[src/rtl/dm_pkg.sv]
// Shared definitions for the data-memory port arbiter slice.
package dm_pkg;

  // Access size encodings on the op inputs; 2'd0 is reserved and illegal.
  localparam logic [1:0] DM_OP_SB = 2'd1;
  localparam logic [1:0] DM_OP_SH = 2'd2;
  localparam logic [1:0] DM_OP_SW = 2'd3;

  // Arbiter sequencing: one issue cycle followed by one completion cycle.
  typedef enum logic {
    ST_IDLE = 1'b0,
    ST_BUSY = 1'b1
  } dm_state_e;

  // Requester identity as registered for the completion cycle.
  typedef enum logic {
    PORT_CPU = 1'b0,
    PORT_DMA = 1'b1
  } dm_port_e;

  // True when the size/offset pair can be served by one aligned word access.
  function automatic logic dm_access_legal(input logic [1:0] op, input logic [1:0] addr_lo);
    logic legal;
    legal = 1'b0;
    case (op)
      DM_OP_SB: legal = 1'b1;
      DM_OP_SH: legal = ~addr_lo[0];
      DM_OP_SW: legal = (addr_lo == 2'b00);
      default:  legal = 1'b0;
    endcase
    return legal;
  endfunction

endpackage

[src/rtl/dm_lane_gen.sv]
// Byte-lane enable and store-data replication for one memory access.
module dm_lane_gen
  import dm_pkg::*;
(
  input  logic [1:0]  op_i,
  input  logic [1:0]  addr_lo_i,
  input  logic [31:0] wdata_i,
  output logic [3:0]  byteen_o,
  output logic [31:0] lane_wdata_o,
  output logic        misalign_o
);

  // Decode the access size into lane enables and replicate the store data across lanes.
  always_comb begin
    byteen_o     = '0;
    lane_wdata_o = '0;
    case (op_i)
      DM_OP_SB: begin
        byteen_o     = 4'b0001 << addr_lo_i;
        lane_wdata_o = {4{wdata_i[7:0]}};
      end
      DM_OP_SH: begin
        byteen_o     = addr_lo_i[1] ? 4'b1100 : 4'b0011;
        lane_wdata_o = {2{wdata_i[15:0]}};
      end
      DM_OP_SW: begin
        byteen_o     = 4'b1111;
        lane_wdata_o = wdata_i;
      end
      default: begin
        byteen_o     = '0;
        lane_wdata_o = '0;
      end
    endcase
    misalign_o = ~dm_access_legal(op_i, addr_lo_i);
  end

endmodule

[src/rtl/dm_port_arbiter.sv]
// Two-requester arbiter in front of the single-port data memory.
// Port 0 (CPU MEM stage) has priority; port 1 (DMA/loader) is forced through
// after STARVE_LIMIT consecutive denials.
module dm_port_arbiter
  import dm_pkg::*;
#(
  parameter int unsigned MEM_AW       = 10,
  parameter int unsigned STARVE_LIMIT = 4
) (
  input  logic              clk,
  input  logic              reset,
  input  logic              req0,
  input  logic              req1,
  input  logic              we0,
  input  logic              we1,
  input  logic [1:0]        op0,
  input  logic [1:0]        op1,
  input  logic [31:0]       addr0,
  input  logic [31:0]       addr1,
  input  logic [31:0]       wdata0,
  input  logic [31:0]       wdata1,
  output logic              ack0,
  output logic              ack1,
  output logic              err0,
  output logic              err1,
  output logic [31:0]       rdata0,
  output logic [31:0]       rdata1,
  output logic              mem_en,
  output logic              mem_we,
  output logic [3:0]        mem_byteen,
  output logic [MEM_AW-1:0] mem_addr,
  output logic [31:0]       mem_wdata,
  input  logic [31:0]       mem_rdata
);

  localparam int unsigned       CNT_W      = $clog2(STARVE_LIMIT + 1);
  localparam logic [CNT_W-1:0]  STARVE_MAX = CNT_W'(STARVE_LIMIT);

  dm_state_e        state_q, state_d;
  dm_port_e         owner_q, owner_d;
  logic             we_q, we_d;
  logic             err_q, err_d;
  logic [CNT_W-1:0] starve_q, starve_d;

  logic             idle;
  logic             busy;
  logic             issue;
  logic             win1;
  logic             sel_we;
  logic [1:0]       sel_op;
  logic [31:0]      sel_addr;
  logic [31:0]      sel_wdata;
  logic [3:0]       lane_be;
  logic [31:0]      lane_wd;
  logic             lane_mis;
  logic             load_ok;
  logic             unused_addr_hi;

  // Pick this cycle's winner and route its fields to the lane generator.
  always_comb begin
    idle      = (state_q == ST_IDLE);
    busy      = (state_q == ST_BUSY);
    // reset is folded in so the memory interface stays quiet while reset is held
    issue     = idle && !reset && (req0 || req1);
    win1      = req1 && (!req0 || (starve_q == STARVE_MAX));
    sel_we    = win1 ? we1    : we0;
    sel_op    = win1 ? op1    : op0;
    sel_addr  = win1 ? addr1  : addr0;
    sel_wdata = win1 ? wdata1 : wdata0;
    unused_addr_hi = ^sel_addr[31:MEM_AW+2];
  end

  dm_lane_gen u_lane_gen (
    .op_i         (sel_op),
    .addr_lo_i    (sel_addr[1:0]),
    .wdata_i      (sel_wdata),
    .byteen_o     (lane_be),
    .lane_wdata_o (lane_wd),
    .misalign_o   (lane_mis)
  );

  // Next-state logic: issue in IDLE, complete in BUSY, capture the winner's attributes on issue.
  always_comb begin
    state_d  = state_q;
    owner_d  = owner_q;
    we_d     = we_q;
    err_d    = err_q;
    starve_d = starve_q;
    case (state_q)
      ST_IDLE: begin
        if (issue) begin
          state_d = ST_BUSY;
          owner_d = win1 ? PORT_DMA : PORT_CPU;
          we_d    = sel_we;
          err_d   = lane_mis;
        end
        if (!reset) begin
          if (!req1 || win1) begin
            starve_d = '0;
          end else if (starve_q != STARVE_MAX) begin
            starve_d = starve_q + 1'b1;
          end
        end
      end
      ST_BUSY: begin
        state_d = ST_IDLE;
      end
      default: begin
        state_d = ST_IDLE;
      end
    endcase
  end

  // State, owner and starvation registers.
  always_ff @(posedge clk or posedge reset) begin
    if (reset) begin
      state_q  <= ST_IDLE;
      owner_q  <= PORT_CPU;
      we_q     <= 1'b0;
      err_q    <= 1'b0;
      starve_q <= '0;
    end else begin
      state_q  <= state_d;
      owner_q  <= owner_d;
      we_q     <= we_d;
      err_q    <= err_d;
      starve_q <= starve_d;
    end
  end

  // Memory interface is live only on a legal issue; everything else reads as zero.
  always_comb begin
    mem_en     = issue && !lane_mis;
    mem_we     = mem_en && sel_we;
    mem_byteen = mem_en ? lane_be : '0;
    mem_addr   = mem_en ? sel_addr[MEM_AW+1:2] : '0;
    mem_wdata  = mem_en ? lane_wd : '0;
  end

  // Completion return: ack and err to the owner, raw memory word on legal loads.
  always_comb begin
    load_ok = busy && !we_q && !err_q;
    ack0    = busy && (owner_q == PORT_CPU);
    ack1    = busy && (owner_q == PORT_DMA);
    err0    = ack0 && err_q;
    err1    = ack1 && err_q;
    rdata0  = (load_ok && (owner_q == PORT_CPU)) ? mem_rdata : '0;
    rdata1  = (load_ok && (owner_q == PORT_DMA)) ? mem_rdata : '0;
  end

endmodule

[config.mk]
export PLATFORM = sky130hd
export DESIGN_NAME = dm_port_arbiter
export DESIGN_NICKNAME = d
export VERILOG_FILES = /design/src/rtl/dm_pkg.sv /design/src/rtl/dm_lane_gen.sv /design/src/rtl/dm_port_arbiter.sv
export SDC_FILE = /design/constraint.sdc
export NUM_CORES = 1
export LEC_CHECK = 0
export CAP_MARGIN = 20
export CELL_PAD_IN_SITES_DETAIL_PLACEMENT = 0
export CELL_PAD_IN_SITES_GLOBAL_PLACEMENT = 1
export CORE_ASPECT_RATIO = 1.5
export CORE_MARGIN = 2
export CORE_UTILIZATION = 13
export CTS_CLUSTER_DIAMETER = 120
export DETAILED_ROUTE_END_ITERATION = 6
export PLACE_DENSITY_LB_ADDON = 0.1
export SLEW_MARGIN = 10
export SYNTH_ARGS = -nofsm -noshare
export SYNTH_HDL_FRONTEND = slang
export SYNTH_SLANG_ARGS = --single-unit
[constraint.sdc]
create_clock -name clk -period 3.3 [get_ports clk]
set_input_delay 0.99 -clock clk [delete_from_list [all_inputs] [get_ports clk]]
set_output_delay 0.99 -clock clk [all_outputs]
set_load 0.01 [all_outputs]
# ---- After elaboration in Yosys (flattened, before gate mapping)
# Index checks and enable logic that the tools add are counted.
# Widths: inputs -> output; s select.
dict set report totals {
  ff_bits 7
  input_bits 170
  output_inout_bits 116
  wordCells 60
}
dict set report op_classes {
  n_addsub 1
  n_eq_ne 5
  shift 1
  mux 18
  bitwise_logic 5
  reduce_logical 25
}
# cell count
set op_table {}
lappend op_table {{$mux 32} 4}
lappend op_table {{$pmux 32 s3} 1}
lappend op_table {{$logic_and 1x1->1} 13}
lappend op_table {{$mux 12} 1}
lappend op_table {{$pmux 4 s3} 1}
lappend op_table {{$mux 10} 1}
lappend op_table {{$mux 4} 2}
lappend op_table {{$mux 3} 2}
lappend op_table {{$logic_not 1->1} 5}
lappend op_table {{$not 1->1} 5}
lappend op_table {{$eq 2x2->1 const B} 2}
lappend op_table {{$shl 1x2->4 const A} 1}
lappend op_table {{$add 3x1->3 const B} 1}
lappend op_table {{$eq 3x3->1 const B} 1}
lappend op_table {{$logic_or 1x1->1} 3}
lappend op_table {{$mux 1} 3}
lappend op_table {{$ne 3x3->1 const B} 1}
lappend op_table {{$pmux 1 s3} 1}
lappend op_table {{$reduce_and 3->1} 1}
lappend op_table {{$eq 2x1->1 const B} 1}
lappend op_table {{$logic_not 2->1} 1}
lappend op_table {{$mux 2} 1}
lappend op_table {{$pmux 1 s2} 1}
lappend op_table {{$reduce_and 2->1} 1}
lappend op_table {{$reduce_bool 2->1} 1}

# ---- Logic depth before layout (Yosys ltp)
dict set report logic_depth {
  ltp_word 8
  ltp_mapped 10
  depth_no_buf 7
}

# ---- By module
# Synthesis repeated with hierarchy kept, for this count alone.
dict set report hier_totals {
  hier_cells 319
  area_unflattened_um2 2290.9
}
# mod n_inst cells_per_inst area_per_inst_um2 seq_area_each_um2
set by_module_without_submodules {}
lappend by_module_without_submodules {dm_port_arbiter 1 228 1691.6 175.2}
lappend by_module_without_submodules {dm_lane_gen 1 91 599.3 0.0}

# ---- Worst setup path before layout
# No wires, ideal clock.
dict set report synth_timing {
  kind {input to output}
  startpoint {input port req1}
  endpoint {output port mem_byteen[3]}
  t_arrival_ps 2368
  required_ps 2310
  path_slack_ps -58
  stages 8
  path_buffers 3
  cell_sequence {buf_4 nand2b_2 buf_4 a32o_1 buf_4 nor4_1 a31oi_1 a21oi_1}
}
dict set report synth_between {
  elab_chain_cells 6
  word_cells_on_any_way 16
  classes_between {3 x eq/ne; 1 x shift; 6 x mux; 1 x bitwise; 5 x reduce/logical}
}
# element line
set synth_rtl {}
lappend synth_rtl {{start, declared} dm_port_arbiter.sv:13} ;# input logic req1,
lappend synth_rtl {{$logic_and 1x1->1} dm_port_arbiter.sv:65} ;# win1 = req1 && (!req0 || (starve_q == STARVE_MAX));
lappend synth_rtl {{$mux 2 / $mux 12 (equally long branches)} {dm_port_arbiter.sv:67, dm_port_arbiter.sv:68}}
lappend synth_rtl {{$eq 2x2->1 (tied with other cells)} {dm_pkg.sv:25, dm_lane_gen.sv:17}}
lappend synth_rtl {{$pmux 1 s3} dm_pkg.sv:25} ;# case (op)
lappend synth_rtl {{$logic_and 1x1->1} dm_port_arbiter.sv:133} ;# mem_en = issue && !lane_mis;
lappend synth_rtl {{$mux 4 (*)} dm_port_arbiter.sv:135} ;# mem_byteen = mem_en ? lane_be : '0;
lappend synth_rtl {{end, declared} dm_port_arbiter.sv:30} ;# output logic [3:0] mem_byteen,
# Mark *: on every way between the ends. The rest lies on a longest branch, timed or not.

# ---- Worst setup path after layout
dict set report layout_timing {
  startpoint {input port req0}
  endpoint {output port mem_wdata[23]}
}
dict set report layout_between {
  elab_chain_cells 8
  word_cells_on_any_way 17
  classes_between {3 x eq/ne; 6 x mux; 1 x bitwise; 7 x reduce/logical}
}
# element line
set layout_rtl {}
lappend layout_rtl {{start, declared} dm_port_arbiter.sv:12} ;# input logic req0,
lappend layout_rtl {{$logic_not 1->1} dm_port_arbiter.sv:65}
lappend layout_rtl {{$logic_or 1x1->1} dm_port_arbiter.sv:65}
lappend layout_rtl {{$logic_and 1x1->1} dm_port_arbiter.sv:65}
lappend layout_rtl {{$mux 2 / $mux 12 (equally long branches)} {dm_port_arbiter.sv:67, dm_port_arbiter.sv:68}}
lappend layout_rtl {{$eq 2x2->1 (tied with other cells)} {dm_pkg.sv:25, dm_lane_gen.sv:17}}
lappend layout_rtl {{$pmux 1 s3} dm_pkg.sv:25}
lappend layout_rtl {{$logic_and 1x1->1} dm_port_arbiter.sv:133}
lappend layout_rtl {{$mux 32 (*)} dm_port_arbiter.sv:137} ;# mem_wdata = mem_en ? lane_wd : '0;
lappend layout_rtl {{end, declared} dm_port_arbiter.sv:32} ;# output logic [31:0] mem_wdata,
# Marks and branches as above.

==> out/results.ini <==
[cts]
htreeDepth=1
cts.clk_slew.worst_paths_ns=0.03
clk_latency_ns=0.23
clock_sinks=7
cts_hold_buffers=0
cts-root-buf=clkbuf_16
cts_buffer_depth=2
cts_tree=yes
cts_buffers=3

[timing]
skew_ns=0.000253
maxSlewHeadroom_pct=67.6
period_share_pct=110
finalHoldViolations=0
drv_slew=0
whs_ns=0.534
period_needed_ns=3.63
worst_pin_slew_ns=0.473
setup_viol=48
timing.fmax_mhz=275
setup_ws_ns=-0.334
grt_setup_unrepaired=true

[worst_setup_path]
slowest_delay_ns=0.26
worstSetupStartpointType=input port
crit_arrival_ns=2.64
required_ns=2.31
crit_chain=buf_8 > a21bo_4 > a32oi_4 > buf_6 > buf_12 > buf_6 > nand2_4 > o211ai_4 > buf_8 > buf_8 > buf_6 > a21oi_2 > buf_2
crit_slowest_cell=a21bo_4
path_class=input port to output port
endpoint_kind=output port
path_max_fanout=6

[yosys]
synth_edf_count=0
ys_warn_count=0
synthTopCellsByCount=and2_1 (78), nor2_1 (32), nand2_1 (27)
yosysTopAreaCell=and2_1
synthTopCellsByArea=and2_1 (23%), mux2_2 (12%), dfrtp_1 (8.2%)
synth_top_cell_area_share_pct=23.0
syn_nets=467
synth_area_sq_um=2120
synth_cell_types=46
yosysSeqAreaShare_pct=8.25
synthArstFlopShare_pct=100
post-synth-top-count-cell=and2_1
synth_seq_cells=7
syn-instance-count=295
syn_avg_cell_area_sq_um=7.20
ys.flop_type=dfrtp_1

[drt]
viasPerCell=4.15
ant_nets=0
vias=3374
drt-wirelength-per-cell_microns=15.6
totalWireLength_mm=12.7
drt_pass1_iterations=4
post-route-drc-count=0
drt_iter0_markers=101

[cells_and_area]
drive_gt1_share_pct=39.8
fin_area_sq_um=5980
syn2layout_area_growth_pct=182
fin_nets=778
multiInputGateArea_sq_um=2180
seq_area_sq_um=175
fillCellCount=1728

[die]
rows=57
core_area_sq_um=16100
die_h_microns=161
ios=286
start_util_pct=13.2
fp.dieW_microns=108
dieArea_sq_um=17400

[placed_design]
dp_hpwl_mm=9.29
io_buffers=245
routabilityCongestion=0.723
placed_cell_area_sq_um=5150

[global_route]
antenna_found_initial=2
grt_use_total_pct=13.2
grt_pass1_vias=3483
grt_max_degree=33
grt-ovfl-total=0
grt_pass1_wl_mm=18.2

[run]
maxCapViolCount=0

[power]
cell_internal_pwr_mw=0.746
switching_share_pct=34.0
power.share.combinational_pct=72.6
p_seq_share_pct=9.5
p_leak_nw=2.44
p_switching_mw=0.384
powerDensity_nw_per_um2=189
clkPwrFrac_pct=17.9
vdd_drop_max_mv=0.132

[min_path]
min_path_type=register to register

[run_status]
outcome=finished, violations left
violations=setup timing

==> through the flow <==
stage	std cells	setup slack (ns)	util [%]	power, mW	setup TNS (ns)
floorplan	295	0.0123	-	0.369	0
global placement	770	-1.19	31.9	0.753	-52.72
detailed placement	770	-1.17	31.9	0.752	-53.15
CTS	802	-0.363	34.5	1.05	-10.0
global route	813	-0.416	37.1	1.20	-15.06
finish	813	-0.334	37.1	1.13	-11.62
==> logic make-up (layout without fill, tap and decap cells) <==
family / after synthesis / count (layout) / synth area share (%)
AO/OA/AOI/OAI: 67 / 68 / 26.4
flip-flops: 7 / 7 / 8.25
XOR/XNOR: 2 / 2 / 0.825
adder cells (fa/ha/maj): 2 / 2 / 1.18
multiplexers: 25 / 25 / 13.1
buffers and inverters: 30 / 339 / 8.96
other: 0 / 2 / 0
AND/OR/NAND/NOR: 162 / 162 / 41.3
==> final cells by class <==
class	count	area share, %
well taps	206	4.31
repair buffers	330	54.5
flip-flops and latches	7	2.93
diodes	2	0.0837
multi-input cells	259	36.5
clock buffers	4	1.32
inverters	5	0.356
==> cell usage in the layout (no fill, tap or decap), types with 8 or more instances in the layout <==
cell type | netlist | final
nor2_1 | 32 | 15
buf_2 | 5 | 25
clkdlybuf4s50_1 | 0 | 186
nor3_2 | 0 | 8
dlygate4sd2_1 | 0 | 9
a21oi_2 | 9 | 12
buf_6 | 8 | 33
mux2_2 | 23 | 18
buf_4 | 3 | 48
and2_1 | 78 | 73
nand2_1 | 27 | 26
nor2_4 | 0 | 12
a21oi_1 | 14 | 9
buf_12 | 0 | 12
==> layer usage <==
metal / track usage, % / share of wire, %
met1: 13.6 / 35
met3: 4.22 / 11
met2: 25.8 / 54
met4: 1.98 / 0.92
met5: 0 / 0
==> final timing paths <==
kind	end	startpoint	depth (start not counted)	slack, ns
worst max-delay path	mem_wdata[23]	req0	13	-0.33
worst min-delay path	we_q$_DFFE_PP0P_	we_q$_DFFE_PP0P_	2	0.53
worst max register to register	err_q$_DFFE_PP0P_	starve_q[0]$_DFFE_PP0P_	13	1.02
worst min register to register	we_q$_DFFE_PP0P_	we_q$_DFFE_PP0P_	2	0.53
max in group asynchronous	we_q$_DFFE_PP0P_	reset	2	2.23
min in group asynchronous	owner_q$_DFFE_PP0P_	reset	2	0.86
==> state kept, by name, summed over array words and instances, names as in the netlist <==
name	count
owner_q	1
we_q	1
err_q	1
busy	1
starve_q	3
==> worst max-delay path: cells and delay by family <==
kind / cells / cell delay, ns
compound gates: 4 / 0.65
buf+inv: 8 / 0.94
simple gates: 1 / 0.04
==> timing repair <==
item                                    in CTS  in global routing
pin swaps                                   22                 21
endpoints found under the setup margin      48                 48
buffers inserted                            28                 15
gates cloned                                 3                  3
hold endpoints to repair                     0                  0
gates resized for setup                    259                 94
==> power groups by stage <==
stage | logic [mW] | clock network [mW] | registers (mW)
floorplan | 0.266 | 0 | 0.103
global placement | 0.646 | 0 | 0.107
detailed placement | 0.644 | 0 | 0.108
CTS | 0.733 | 0.207 | 0.107
global route | 0.877 | 0.215 | 0.109
finish | 0.820 | 0.203 | 0.107
Power figures use the tool's default switching activity.
